**config.mk**
```make
export PLATFORM = sky130hd
export DESIGN_NAME = satrnd_arbiter
export DESIGN_NICKNAME = d
export VERILOG_FILES = /design/src/rtl/satrnd_arbiter.sv
export SDC_FILE = /design/constraint.sdc
export NUM_CORES = 1
export LEC_CHECK = 0
export BUFFER_PORTS_ARGS = -buffer_cell sky130_fd_sc_hd__buf_4
export CAP_MARGIN = 40
export CORE_MARGIN = 8
export CORE_UTILIZATION = 51
export CTS_CLUSTER_SIZE = 20
export DETAILED_ROUTE_END_ITERATION = 12
export PLACE_DENSITY = 0.81
export REMOVE_ABC_BUFFERS = 1
export SETUP_SLACK_MARGIN = 0.3
export SLEW_MARGIN = 20
export SYNTH_ARGS = -nofsm -noshare
export SYNTH_HDL_FRONTEND = slang
export SYNTH_SLANG_ARGS = --single-unit
```
**constraint.sdc**
```tcl
create_clock -name clk -period 3.3 [get_ports clk]
set_clock_uncertainty 0.2 [all_clocks]
set_input_delay 0.33 -clock clk [delete_from_list [all_inputs] [get_ports clk]]
set_output_delay 0.33 -clock clk [all_outputs]
set_load 0.02 [all_outputs]
```
**src/rtl/satrnd_arbiter.sv**
```systemverilog
// satrnd_arbiter: round-robin arbiter in front of a shared two-stage
// saturation/rounding pipeline with per-requester overflow counters.
//
// Ports:
//   clk, rst_n  - clock, asynchronous active-low reset
//   req_valid   - per-requester request valid
//   req_ready   - per-requester accept (one-hot or zero, combinational)
//   req_data    - packed request words, requester i at [i*WIDTH +: WIDTH]
//   req_tc      - per-requester 1 = two's complement, 0 = unsigned
//   req_sat     - per-requester saturate on overflow
//   req_rnd     - per-requester round half up (else truncate)
//   rsp_valid   - result valid
//   rsp_ready   - downstream accepts result
//   rsp_id      - requester index of result
//   rsp_data    - reduced result field [MSB_OUT:LSB_OUT]
//   rsp_ov      - overflow flag of result
//   ov_cnt      - packed saturating overflow counters, one per requester
//   cnt_clr     - synchronous clear of all overflow counters
module satrnd_arbiter #(
  parameter int unsigned NREQ    = 4,
  parameter int unsigned WIDTH   = 16,
  parameter int unsigned MSB_OUT = 14,
  parameter int unsigned LSB_OUT = 4,
  parameter int unsigned OVCNT_W = 8
) (
  input  logic                          clk,
  input  logic                          rst_n,
  input  logic [NREQ-1:0]               req_valid,
  output logic [NREQ-1:0]               req_ready,
  input  logic [NREQ*WIDTH-1:0]         req_data,
  input  logic [NREQ-1:0]               req_tc,
  input  logic [NREQ-1:0]               req_sat,
  input  logic [NREQ-1:0]               req_rnd,
  output logic                          rsp_valid,
  input  logic                          rsp_ready,
  output logic [$clog2(NREQ)-1:0]       rsp_id,
  output logic [MSB_OUT-LSB_OUT:0]      rsp_data,
  output logic                          rsp_ov,
  output logic [NREQ*OVCNT_W-1:0]       ov_cnt,
  input  logic                          cnt_clr
);

  localparam int unsigned OUT_W = MSB_OUT - LSB_OUT + 1;
  localparam int unsigned IDW   = $clog2(NREQ);
  localparam int unsigned CW    = IDW + 1;
  // Two guard bits keep the rounded value exact for both signed and unsigned inputs.
  localparam int unsigned EXT   = WIDTH + 2;

  localparam logic signed [EXT-1:0] TC_MAX = EXT'((64'd1 << (OUT_W - 1)) - 64'd1);
  localparam logic signed [EXT-1:0] TC_MIN = ~TC_MAX;
  localparam logic signed [EXT-1:0] U_MAX  = EXT'((64'd1 << OUT_W) - 64'd1);

  // Capture stage
  logic             s1_v;
  logic [WIDTH-1:0] s1_data;
  logic             s1_tc;
  logic             s1_sat;
  logic             s1_rnd;
  logic [IDW-1:0]   s1_id;

  logic [IDW-1:0]   ptr;
  logic [OVCNT_W-1:0] cnt [NREQ];

  logic             s2_load;
  logic             s1_can;
  logic             found;
  logic [IDW-1:0]   gnt_id;
  logic [CW-1:0]    cand;
  logic             accept;
  logic [IDW-1:0]   next_ptr;

  logic signed [EXT-1:0] din_x;
  logic signed [EXT-1:0] q;
  logic signed [EXT-1:0] r;
  logic                  rbit;
  logic                  ov;
  logic [OUT_W-1:0]      res;

  // Pipeline flow control: S2 refills when empty or draining, S1 follows S2.
  assign s2_load = !rsp_valid || rsp_ready;
  assign s1_can  = !s1_v || s2_load;

  // Round-robin search starting at ptr, wrapping modulo NREQ.
  always_comb begin
    found  = 1'b0;
    gnt_id = '0;
    cand   = '0;
    for (int k = 0; k < NREQ; k++) begin
      cand = {1'b0, ptr} + CW'(k);
      if (cand >= CW'(NREQ)) cand = cand - CW'(NREQ);
      if (!found && req_valid[cand[IDW-1:0]]) begin
        found  = 1'b1;
        gnt_id = cand[IDW-1:0];
      end
    end
  end

  assign accept    = found && s1_can;
  assign req_ready = {NREQ{accept & rst_n}} & (NREQ'(1) << gnt_id);
  assign next_ptr  = (gnt_id == IDW'(NREQ - 1)) ? '0 : gnt_id + IDW'(1);

  // Rounding increment only exists when bits are dropped below the field.
  if (LSB_OUT > 0) begin : g_rnd
    assign rbit = s1_rnd & s1_data[LSB_OUT-1];
  end else begin : g_trunc
    assign rbit = 1'b0;
  end

  // Shift, round, overflow detect and saturate from the S1 registers.
  always_comb begin
    din_x = s1_tc ? $signed({{2{s1_data[WIDTH-1]}}, s1_data})
                  : $signed({2'b00, s1_data});
    q     = din_x >>> LSB_OUT;
    r     = q + $signed({{(EXT-1){1'b0}}, rbit});
    if (s1_tc) ov = (r < TC_MIN) || (r > TC_MAX);
    else       ov = (r > U_MAX);
    res = r[OUT_W-1:0];
    if (ov && s1_sat) begin
      if (s1_tc) res = s1_data[WIDTH-1] ? TC_MIN[OUT_W-1:0] : TC_MAX[OUT_W-1:0];
      else       res = '1;
    end
  end

  // Arbitration pointer and capture stage.
  always_ff @(posedge clk or negedge rst_n) begin
    if (!rst_n) begin
      ptr     <= '0;
      s1_v    <= 1'b0;
      s1_data <= '0;
      s1_tc   <= 1'b0;
      s1_sat  <= 1'b0;
      s1_rnd  <= 1'b0;
      s1_id   <= '0;
    end else if (accept) begin
      ptr     <= next_ptr;
      s1_v    <= 1'b1;
      s1_data <= req_data[32'(gnt_id) * WIDTH +: WIDTH];
      s1_tc   <= req_tc[gnt_id];
      s1_sat  <= req_sat[gnt_id];
      s1_rnd  <= req_rnd[gnt_id];
      s1_id   <= gnt_id;
    end else if (s2_load) begin
      s1_v    <= 1'b0;
    end
  end

  // Output stage; payload only updates when a real result moves in.
  always_ff @(posedge clk or negedge rst_n) begin
    if (!rst_n) begin
      rsp_valid <= 1'b0;
      rsp_id    <= '0;
      rsp_data  <= '0;
      rsp_ov    <= 1'b0;
    end else if (s2_load) begin
      rsp_valid <= s1_v;
      if (s1_v) begin
        rsp_id   <= s1_id;
        rsp_data <= res;
        rsp_ov   <= ov;
      end
    end
  end

  // Saturating overflow counters; clear has priority over increment.
  always_ff @(posedge clk or negedge rst_n) begin
    if (!rst_n) begin
      for (int i = 0; i < NREQ; i++) cnt[i] <= '0;
    end else if (cnt_clr) begin
      for (int i = 0; i < NREQ; i++) cnt[i] <= '0;
    end else if (rsp_valid && rsp_ready && rsp_ov && (cnt[rsp_id] != '1)) begin
      cnt[rsp_id] <= cnt[rsp_id] + OVCNT_W'(1);
    end
  end

  for (genvar i = 0; i < NREQ; i++) begin : g_cnt
    assign ov_cnt[i*OVCNT_W +: OVCNT_W] = cnt[i];
  end

endmodule

```
==> results_dict.tcl <==
set metrics [dict create \
    synth_commonest_cells "dfrtp_1, nand2_1, mux2i_1" \
    critPathMaxStageDelay_ns 0.40 \
    drv_cap 0 \
    routed_via_density 5.69 \
    overflow 0 \
    cts_num_sinks 68 \
    coreArea_um2 7690 \
    synth-seq-cells 68 \
    antenna_found_initial 0 \
    placed_area_um2 5010 \
    syn_area_per_cell_um2 10.2 \
    worstSetupPathType "register to register" \
    final-seq-area_um2 1700 \
    ir_drop_mv 0.343 \
    start_util 0.526 \
    synth-seq-area-share 0.421 \
    rsz0062_at_grt "false" \
    final_core_util 0.680 \
    worst_ep_required_time_ns 3.30 \
    grt_max_degree 65 \
    netlist_instances 396 \
    die_area_um2 11000 \
    drtIter0Drc 183 \
    pre_cts_ws_ns 0.367 \
    power.density_nw_per_um2 635 \
    crit_path_end_kind "register" \
    synthMostInstantiatedCell "dfrtp_1" \
    firstDrtPassIters 4 \
    fin_ws_ns 0.506 \
    yosys_warnings 0 \
    io_buffers 122 \
    row_count 32 \
    antenna_cells 0 \
    min_path_type "input pin to register" \
    htreeDepth 3 \
    dp_hpwl_um 7960 \
    drc 0 \
    vias 3531 \
    grt_pass1_wl_um 17600 \
    slowest_stage "o311ai_0" \
    chipWidth_um 105 \
    first_global_vias 3623 \
    synth_cell_types 49 \
    routabilityCongestion 0.929 \
    p_leak_nw 2.42 \
    totalWireLength_um 10600 \
    synth_edf_count 0 \
    cp_top_family "compound AO/OA/AOI/OAI gates" \
    cts_buffer_depth 2 \
    arrival_ns 2.79 \
    clk_pin_slew_worst_paths_ns 0.07 \
    tightestPinTransition_ns 0.680 \
    nets 605 \
    synth_flop_cell "dfrtp_1" \
    drtAntennaViolNets 0 \
    clock_latency_ns 0.34 \
    postLayoutCellArea_um2 5230 \
    crit_fanout 9 \
    period_share 0.847 \
    wl_per_cell_um 17.0 \
    cts_buffers 9 \
    syn_to_final_growth_pct 29.3 \
    worstPathCellList "and2_1 > ha_1 > ha_2 > nand4_1 > xnor2_1 > o41ai_2 > buf_4 > o311ai_0 > o211ai_1" \
    fmax_mhz 358 \
    drive_gt1_frac 0.312 \
    fin_crit_ns 2.79 \
    status "complete, no violations" \
    multi_input_area_um2 2190 \
    grt.total_usage 0.192 \
    relSlewSlack 0.546 \
    dieHeight_um 105 \
    setup.worst_path.start_class "register" \
    pin_count 135 \
    netlist_area_um2 4040 \
    cp_num_buf_inv 1 \
    cts-root-buf "clkbuf_8" \
    hold_viol 0 \
    synthArstFlopShare 1.00 \
    synth.area.top_cells "dfrtp_1, mux2i_1, a211oi_1" \
    cts_tree "done" \
    synth_top_cell_by_area "dfrtp_1" \
    setup_viol 0 \
    synth_top_area_share 0.421 \
    finalMaxSlewViolations 0 \
    fillerInstances 620 \
]
==> routing by layer <==
metal	global-route usage	up-vias	wire length [um]
met2	0.311	134	5220
met4	0.0459	0	90
met3	0.0780	8	800
met1	0.232	1661	4450
met5	0	-	0
li1	-	1728	-
==> path summary, 6_finish.rpt <==
check / from / to / slack, ns / cells after the start
max in group asynchronous: rst_n / ov_cnt[11]$_DFFE_PN0P_ / 1.94 / 4
max reg2reg: s1_data[3]$_DFFE_PN0P_ / rsp_data[5]$_DFFE_PN0P_ / 0.51 / 9
min in group asynchronous: rst_n / s1_rnd$_DFFE_PN0P_ / 0.20 / 2
min reg2reg: s1_id[0]$_DFFE_PN0P_ / rsp_id[0]$_DFFE_PN0P_ / 0.28 / 2
min: req_valid[2] / s1_v$_DFFE_PN0P_ / 0.04 / 3
max: s1_data[3]$_DFFE_PN0P_ / rsp_data[5]$_DFFE_PN0P_ / 0.51 / 9
==> sequential cells by signal, indices dropped and copies added (netlist names), 2 cells and up <==
register	flops
ov_cnt	32
ptr	2
rsp_data	11
rsp_id	2
s1_data	13
s1_id	2
==> report_power, final <==
group	internal (W)	switching, W	leakage (nW)
registers	0.00105	0.000253	0.878
clock network	0.000292	0.000303	0.0844
logic	0.000642	0.000778	1.46
total	0.00199	0.00133	2.42
==> layout make-up <==
type | count | share of cell area
inverter | 10 | 0.00718
clock inverter | 2 | 0.00192
multi-input combinational | 294 | 0.419
timing repair buffer | 131 | 0.192
clock buffer | 14 | 0.0292
sequential | 68 | 0.326
tap | 102 | 0.0244
==> logic make-up (layout without fill, tap and decap cells) <==
| kind of cell | count (synthesis) | count (layout) | share of synthesized area |
|---|---|---|---|
| simple gates | 133 | 133 | 0.150 |
| xor+xnor | 15 | 15 | 0.0325 |
| mux | 45 | 45 | 0.138 |
| compound gates | 94 | 94 | 0.192 |
| flops | 68 | 68 | 0.421 |
| buf+inv | 34 | 157 | 0.0449 |
| fa+ha+maj | 7 | 7 | 0.0217 |
==> cell usage in the layout, fill, tap and decap left out, types with 6 or more instances in the layout <==
cell | Yosys | layout
buf_4 | 0 | 129
dfrtp_1 | 68 | 68
nand2_1 | 53 | 53
mux2i_1 | 37 | 37
nor2_1 | 36 | 36
a211oi_1 | 28 | 28
o221ai_1 | 18 | 18
nand3_1 | 11 | 11
inv_1 | 10 | 10
clkbuf_8 | 0 | 10
o311ai_0 | 9 | 9
a21oi_1 | 8 | 8
xor2_1 | 8 | 8
o211ai_1 | 8 | 8
xnor2_1 | 7 | 7
mux4_2 | 6 | 6
and3_1 | 6 | 6
ha_1 | 7 | 6
==> per-stage QoR <==
| stage | instances | power [W] | hold WS (ns) | setup TNS, ns |
|---|---|---|---|---|
| after floorplan | 372 | 0.00219 | -0.166 | -12.85 |
| after global placement | 603 | 0.00267 | -0.0575 | 0 |
| after detailed placement | 603 | 0.00272 | -0.0519 | 0 |
| after CTS | 620 | 0.00331 | 0.0232 | 0 |
| after global routing | 621 | 0.00355 | 0.0427 | 0 |
| final | 621 | 0.00332 | 0.0411 | 0 |
==> repair_timing <==
action | in CTS | in global routing
hold buffers | 1 | 0
hold endpoints to repair | 4 | 0
buffers inserted | 0 | 0
setup endpoints to repair | 0 | 11
gates resized for setup | 0 | 4
==> worst reg2reg max path, delay by kind of cell, from the launching register on <==
family | cells | cell delay [ns]
XOR/XNOR | 1 | 0.29
AO/OA/AOI/OAI | 3 | 0.66
AND/OR/NAND/NOR | 2 | 0.38
flip-flops | 1 | 0.35
adder cells (fa/ha/maj) | 2 | 0.58
buffers and inverters | 1 | 0.17
No activity file was read; power rests on OpenSTA's default activity.
